File: src/rtl/sobel_pkg.sv
// rtl/sobel_pkg.sv - shared widths, mode codes and magnitude helper for the Sobel stream
// Contents:
//   PIX_W_DEF        default pixel width
//   GRAD_W           gradient width for the default pixel width (pixel width + 3)
//   MODE_MAG/THR     runtime output mode codes
//   grad_width()     gradient width for any pixel width
//   sat_abs_sum()    |gx| + |gy| clamped to the largest pixel value
package sobel_pkg;

  localparam int PIX_W_DEF = 8;

  function automatic int grad_width(input int pix_w);
    // Worst case |Gx| is 4 * (2^pix_w - 1), which needs two extra magnitude bits plus sign.
    return pix_w + 3;
  endfunction

  localparam int GRAD_W = grad_width(PIX_W_DEF);

  localparam logic MODE_MAG = 1'b0;
  localparam logic MODE_THR = 1'b1;

  // Gradients arrive sign-extended to 32 bits so one helper serves every pixel width.
  function automatic logic [31:0] sat_abs_sum(input logic signed [31:0] gx,
                                              input logic signed [31:0] gy,
                                              input int pix_w);
    logic [31:0] ax;
    logic [31:0] ay;
    logic [31:0] sum;
    logic [31:0] lim;
    ax  = gx[31] ? -gx : gx;
    ay  = gy[31] ? -gy : gy;
    sum = ax + ay;
    lim = (32'd1 << pix_w) - 32'd1;
    return (sum > lim) ? lim : sum;
  endfunction

endpackage

File: src/rtl/sobel_kernel.sv
// rtl/sobel_kernel.sv - combinational 3x3 Sobel gradient, magnitude and threshold
// Ports:
//   p00..p22  window pixels, row then column, top-left first
//   mode      MODE_MAG: saturated |Gx|+|Gy|; MODE_THR: all-ones when magnitude >= thresh
//   thresh    threshold used in MODE_THR
//   result    PIX_W output pixel
module sobel_kernel
  import sobel_pkg::*;
#(
  parameter int PIX_W = PIX_W_DEF
) (
  input  logic [PIX_W-1:0] p00,
  input  logic [PIX_W-1:0] p01,
  input  logic [PIX_W-1:0] p02,
  input  logic [PIX_W-1:0] p10,
  input  logic [PIX_W-1:0] p12,
  input  logic [PIX_W-1:0] p20,
  input  logic [PIX_W-1:0] p21,
  input  logic [PIX_W-1:0] p22,
  input  logic             mode,
  input  logic [PIX_W-1:0] thresh,
  output logic [PIX_W-1:0] result
);

  localparam int GW = grad_width(PIX_W);

  logic signed [GW-1:0] gx;
  logic signed [GW-1:0] gy;
  logic [31:0]          mag;

  function automatic logic signed [GW-1:0] ext(input logic [PIX_W-1:0] p);
    return {{(GW-PIX_W){1'b0}}, p};
  endfunction

  // The centre pixel carries zero weight in both kernels, so it is not an input.
  always_comb begin
    gx     = (ext(p02) + (ext(p12) <<< 1) + ext(p22)) - (ext(p00) + (ext(p10) <<< 1) + ext(p20));
    gy     = (ext(p20) + (ext(p21) <<< 1) + ext(p22)) - (ext(p00) + (ext(p01) <<< 1) + ext(p02));
    mag    = sat_abs_sum(32'(gx), 32'(gy), PIX_W);
    result = mag[PIX_W-1:0];
    if (mode == MODE_THR) begin
      result = (mag >= 32'(thresh)) ? '1 : '0;
    end
  end

endmodule

File: src/rtl/sobel_stream.sv
// rtl/sobel_stream.sv - streaming 3x3 Sobel edge detector with line buffers and valid/ready
// Ports:
//   clk, rst                      clock; synchronous active-high reset
//   in_valid/in_ready/in_pixel    raster-order pixel input, frame after frame
//   out_valid/out_ready/out_pixel one result per interior pixel, registered
//   out_last                      final result of a frame
//   mode, thresh                  output mode and threshold, sampled on the producing accept
module sobel_stream
  import sobel_pkg::*;
#(
  parameter int PIX_W = PIX_W_DEF,
  parameter int IMG_W = 100,
  parameter int IMG_H = 100
) (
  input  logic             clk,
  input  logic             rst,
  input  logic             in_valid,
  output logic             in_ready,
  input  logic [PIX_W-1:0] in_pixel,
  output logic             out_valid,
  input  logic             out_ready,
  output logic [PIX_W-1:0] out_pixel,
  output logic             out_last,
  input  logic             mode,
  input  logic [PIX_W-1:0] thresh
);

  localparam int CW = $clog2(IMG_W);
  localparam int RW = $clog2(IMG_H);
  localparam logic [CW-1:0] COL_LAST = CW'(IMG_W - 1);
  localparam logic [RW-1:0] ROW_LAST = RW'(IMG_H - 1);

  logic [CW-1:0]    col;
  logic [RW-1:0]    row;
  logic [PIX_W-1:0] lb1 [IMG_W];
  logic [PIX_W-1:0] lb2 [IMG_W];

  // Only the two older window columns are stored; the newest column is the live
  // {lb2[col], lb1[col], in_pixel}, so the kernel sees the full window on the accept itself.
  logic [PIX_W-1:0] w_top [2];
  logic [PIX_W-1:0] w_mid [2];
  logic [PIX_W-1:0] w_bot [2];

  logic [PIX_W-1:0] c_top;
  logic [PIX_W-1:0] c_mid;
  logic             accept;
  logic             produce;
  logic             frame_end;
  logic [PIX_W-1:0] kernel_out;

  assign in_ready  = !out_valid || out_ready;
  assign accept    = in_valid && in_ready;
  assign c_top     = lb2[col];
  assign c_mid     = lb1[col];
  assign produce   = (row >= RW'(2)) && (col >= CW'(2));
  assign frame_end = (col == COL_LAST) && (row == ROW_LAST);

  always_ff @(posedge clk) begin
    if (rst) begin
      col <= '0;
      row <= '0;
    end else if (accept) begin
      if (col == COL_LAST) begin
        col <= '0;
        row <= (row == ROW_LAST) ? '0 : row + 1'b1;
      end else begin
        col <= col + 1'b1;
      end
    end
  end

  // Line buffers are never read before being written in the current frame, so no reset.
  always_ff @(posedge clk) begin
    if (accept) begin
      lb1[col] <= in_pixel;
      lb2[col] <= lb1[col];
    end
  end

  always_ff @(posedge clk) begin
    if (rst) begin
      w_top <= '{default: '0};
      w_mid <= '{default: '0};
      w_bot <= '{default: '0};
    end else if (accept) begin
      w_top <= '{w_top[1], c_top};
      w_mid <= '{w_mid[1], c_mid};
      w_bot <= '{w_bot[1], in_pixel};
    end
  end

  sobel_kernel #(.PIX_W(PIX_W)) u_kernel (
    .p00    (w_top[0]),
    .p01    (w_top[1]),
    .p02    (c_top),
    .p10    (w_mid[0]),
    .p12    (c_mid),
    .p20    (w_bot[0]),
    .p21    (w_bot[1]),
    .p22    (in_pixel),
    .mode   (mode),
    .thresh (thresh),
    .result (kernel_out)
  );

  // An accept implies the register is free (empty or being drained this cycle),
  // so it is either reloaded or cleared; otherwise a drain clears it.
  always_ff @(posedge clk) begin
    if (rst) begin
      out_valid <= 1'b0;
      out_pixel <= '0;
      out_last  <= 1'b0;
    end else if (accept && produce) begin
      out_valid <= 1'b1;
      out_pixel <= kernel_out;
      out_last  <= frame_end;
    end else if (accept || out_ready) begin
      out_valid <= 1'b0;
      out_pixel <= '0;
      out_last  <= 1'b0;
    end
  end

endmodule

File: config.mk
export PLATFORM = sky130hd
export DESIGN_NAME = sobel_stream
export DESIGN_NICKNAME = d
export VERILOG_FILES = /design/src/rtl/sobel_pkg.sv /design/src/rtl/sobel_kernel.sv /design/src/rtl/sobel_stream.sv
export SDC_FILE = /design/constraint.sdc
export NUM_CORES = 2
export LEC_CHECK = 0
export CORE_MARGIN = 4
export CORE_UTILIZATION = 25
export CTS_CLUSTER_SIZE = 14
export DETAILED_ROUTE_END_ITERATION = 7
export DONT_BUFFER_PORTS = 1
export SYNTH_ARGS = -nofsm -noshare
export SYNTH_HDL_FRONTEND = slang
export SYNTH_SLANG_ARGS = --single-unit
File: constraint.sdc
create_clock -name clk -period 15.4 [get_ports clk]
set_input_delay 3.08 -clock clk [delete_from_list [all_inputs] [get_ports clk]]
set_output_delay 3.08 -clock clk [all_outputs]
set_load 0.03 [all_outputs]
==> results.md <==
- Status: complete, no violations
- CP max stage cell: dfxtp_4
- Resized cells post-CTS: 0
- Gate Count Post-Synth: 3473
- Total CTS buffers: 175
- Vias in the first global route: 34.69k
- Synth warnings: 0
- ANT nets after route: 0
- Total global routing track utilization: 11.68%
- Largest net degree at the start of global routing: 104
- Worst VDD drop: 0.4174 mV
- CTS tree: built
- Skew final: 72.30 ps
- Fin nets: 3829
- Max clock buf depth: 3
- # port buffers: 0
- Drt drc: 0
- Leakage: 0.02478 uW
- WP data arrival: 13630 ps
- Placer Congestion: 0.7922
- Core Util, Final: 29.34%
- Slew headroom: 20.08%
- Met3 routed WL: 12750 um
- Routed wl met2: 81230 um
- Initial Util: 25.18%
- Clock Latency Late Sink: 830 ps
- Final worst path period share: 84.22%
- FFs w/ async S/R, synth: 0%
- Final setup vio count: 0
- Crit path largest cell delay: 880 ps
- Fin. Hold Viols: 0
- Setup Total Neg Slack: 0 ps
- CORE AREA: 274300 um2
- Iter 0 DRT Violations: 3431
- Die Y-Extent: 533.7 um
- Clock root cell: clkbuf_16
- Syn Area/Cell: 19.89 um2
- Worst Tran Pin Value: 1195 ps
- Worst hold path class: flip-flop to flip-flop
- Post-DP HPWL: 96830 um
- Synth Flop Type: edfxtp_1
- Fraction of layout cells with a size suffix above 1: 25.66%
- Yosys reg bits: 1679
- Power density cells: 155.4 nW/um2
- RSZ-0062 raised after global routing: false
- Wirelength, routed: 169400 um
- Initial antenna violation count: 17
- H-tree Lvls: 4
- Hold buffer count at CTS: 0
- Fmax: 77.10 MHz
- Die area: 284800 um2
- CP Capture Type: flip-flop
- Area Overhead vs Synth: 16.51%
- Post-CTS Setup Bufs: 0
- Crit path max fanout: 102
- Top sig layer: met5
- Sequential-to-total area share from yosys stat: 71.84%
- Worst path required time: 16060 ps
- Post-synth EDFFs: 1600
- Final min period: 12970 ps
- Routed wire per std cell: 22.55 um
- Via Count: 34.38k
- Gr ovfl total: 0
- Vias per Instance: 4.577
- Library cells used by synthesis: 66
- Classification of the worst setup path: flip-flop to flip-flop
- Critical Path Start Type: flip-flop
- Mapped cell area: 69080 um2
- Clock transition at path regs: 60 ps
- Ports: 32
- Rows: 192
- Clock sinks: 1679
- Metal1 wirelength: 70010 um
- CP most frequent cell: a21oi_1
- Max Cap Violations: 0
- Die Width: 533.7 um
- Pre-Repair DR Iteration Count: 5
- Final slew viol count: 0
- First-pass GRT wire length: 246000 um
[report_power, final]
| part | leakage [uW] | total (uW) | switching [uW] | internal [uW] |
|---|---|---|---|---|
| registers | 0.0150 | 5120 | 23.6 | 5090 |
| logic | 0.00691 | 3120 | 1890 | 1230 |
| clock network | 0.00284 | 4260 | 1800 | 2460 |
| total | 0.0248 | 12500 | 3720 | 8790 |
[path summary, 6_finish.rpt]
path	startpoint	end	slack (ps)	depth (start not counted)
worst max-delay path	flip-flop	out_pixel[0]	2430	44
worst min-delay path	w_mid[5]	w_mid[13]	450	2
worst max register to register	flip-flop	out_pixel[0]	2430	44
worst min register to register	w_mid[5]	w_mid[13]	450	2
[cell type report]
class	instances	area [um2]
clock inverters	105	1239
multi-input cells	1576	18760
inverters	95	357.8
fillers	26719	193900
well taps	3686	4612
repair buffers	143	1224
flip-flops and latches	1679	49650
clock buffers	221	4633
diodes	6	15.01
[layout by cell type, fill, tap and decap left out, types with 17 or more instances in the layout]
| cell | synthesis | layout |
|---|---|---|
| ha_1 | 101 | 101 |
| a21oi_1 | 118 | 118 |
| nand3_1 | 18 | 18 |
| mux2i_1 | 24 | 24 |
| bufinv_16 | 0 | 18 |
| clkbuf_1 | 92 | 39 |
| nor2b_1 | 17 | 17 |
| nand2_1 | 172 | 171 |
| clkinv_2 | 0 | 26 |
| xor2_1 | 42 | 42 |
| a21o_1 | 17 | 17 |
| clkinv_1 | 0 | 35 |
| nor2_2 | 0 | 42 |
| dfxtp_1 | 79 | 73 |
| buf_4 | 2 | 131 |
| clkbuf_16 | 0 | 176 |
| conb_1 | 1 | 40 |
| fa_1 | 37 | 37 |
| o21ai_0 | 55 | 50 |
| nor3_1 | 24 | 24 |
| nor2_1 | 199 | 157 |
| xnor2_1 | 41 | 41 |
| edfxtp_1 | 1600 | 1600 |
| inv_1 | 94 | 93 |
| mux4_2 | 511 | 511 |
[logic make-up (layout without fill, tap and decap cells)]
group | count (synthesis) | after routing | synth area share, %
buf+inv | 257 | 564 | 1.474
simple gates | 496 | 496 | 3.152
flops | 1679 | 1679 | 71.84
other cells | 1 | 46 | 0.005428
fa+ha+maj | 138 | 138 | 2.902
compound gates | 279 | 279 | 2.487
xor+xnor | 83 | 83 | 1.052
mux | 540 | 540 | 17.09
[worst max-delay path, delay by kind of cell (launching register included)]
family	cells	cell delay, ps
compound gates	20	3820
fa+ha+maj	6	2510
mux	4	2290
simple gates	7	1270
xor+xnor	4	1270
flops	1	880
buf+inv	3	580
[layer usage]
| metal | global-route usage [%] | vias up |
|---|---|---|
| met3 | 2.579 | 257 |
| met5 | 0 | - |
| met4 | 4.128 | 10 |
| met1 | 15.61 | 18380 |
| li1 | - | 14532 |
| met2 | 18.73 | 1202 |
[metrics by stage]
stage               power [uW]  cell area, um2  hold WS, ps  setup WS (ps)  std cells
floorplan                 7477           69230        432.2          957.8       3512
global placement          8270           74600        434.0           2369       7179
detailed placement        8317           74600        440.6           2438       7179
CTS                      12610           80470        452.1           2432       7505
global route             13140           80480        474.7           1375       7506
finish                   12510           80490        452.8           2430       7511
[sequential cells by signal (all words and copies together), names as in the netlist, named ones only]
| register | count |
|---|---|
| row | 7 |
| out_last | 1 |
| lb1 | 800 |
| col | 7 |
| w_mid | 16 |
| out_pixel | 8 |
| w_top | 16 |
| lb2 | 800 |
| out_valid | 1 |
| w_bot | 16 |
[cells in the mapped netlist, types with 17 or more instances]
library cell / n / area (um2)
a21o_1: 17 / 127.6
a21oi_1: 118 / 590.6
buf_1: 36 / 135.1
buf_2: 31 / 155.2
clkbuf_1: 92 / 345.3
dfxtp_1: 79 / 1582
edfxtp_1: 1600 / 48050
fa_1: 37 / 740.7
ha_1: 101 / 1264
inv_1: 94 / 352.8
mux2i_1: 24 / 240.2
mux4_2: 511 / 11510
nand2_1: 172 / 645.6
nand3_1: 18 / 90.09
nor2_1: 199 / 747.0
nor2b_1: 17 / 106.4
nor3_1: 24 / 120.1
o21ai_0: 55 / 275.3
xnor2_1: 41 / 359.1
xor2_1: 42 / 367.9
(Power assumes the default switching activity.)
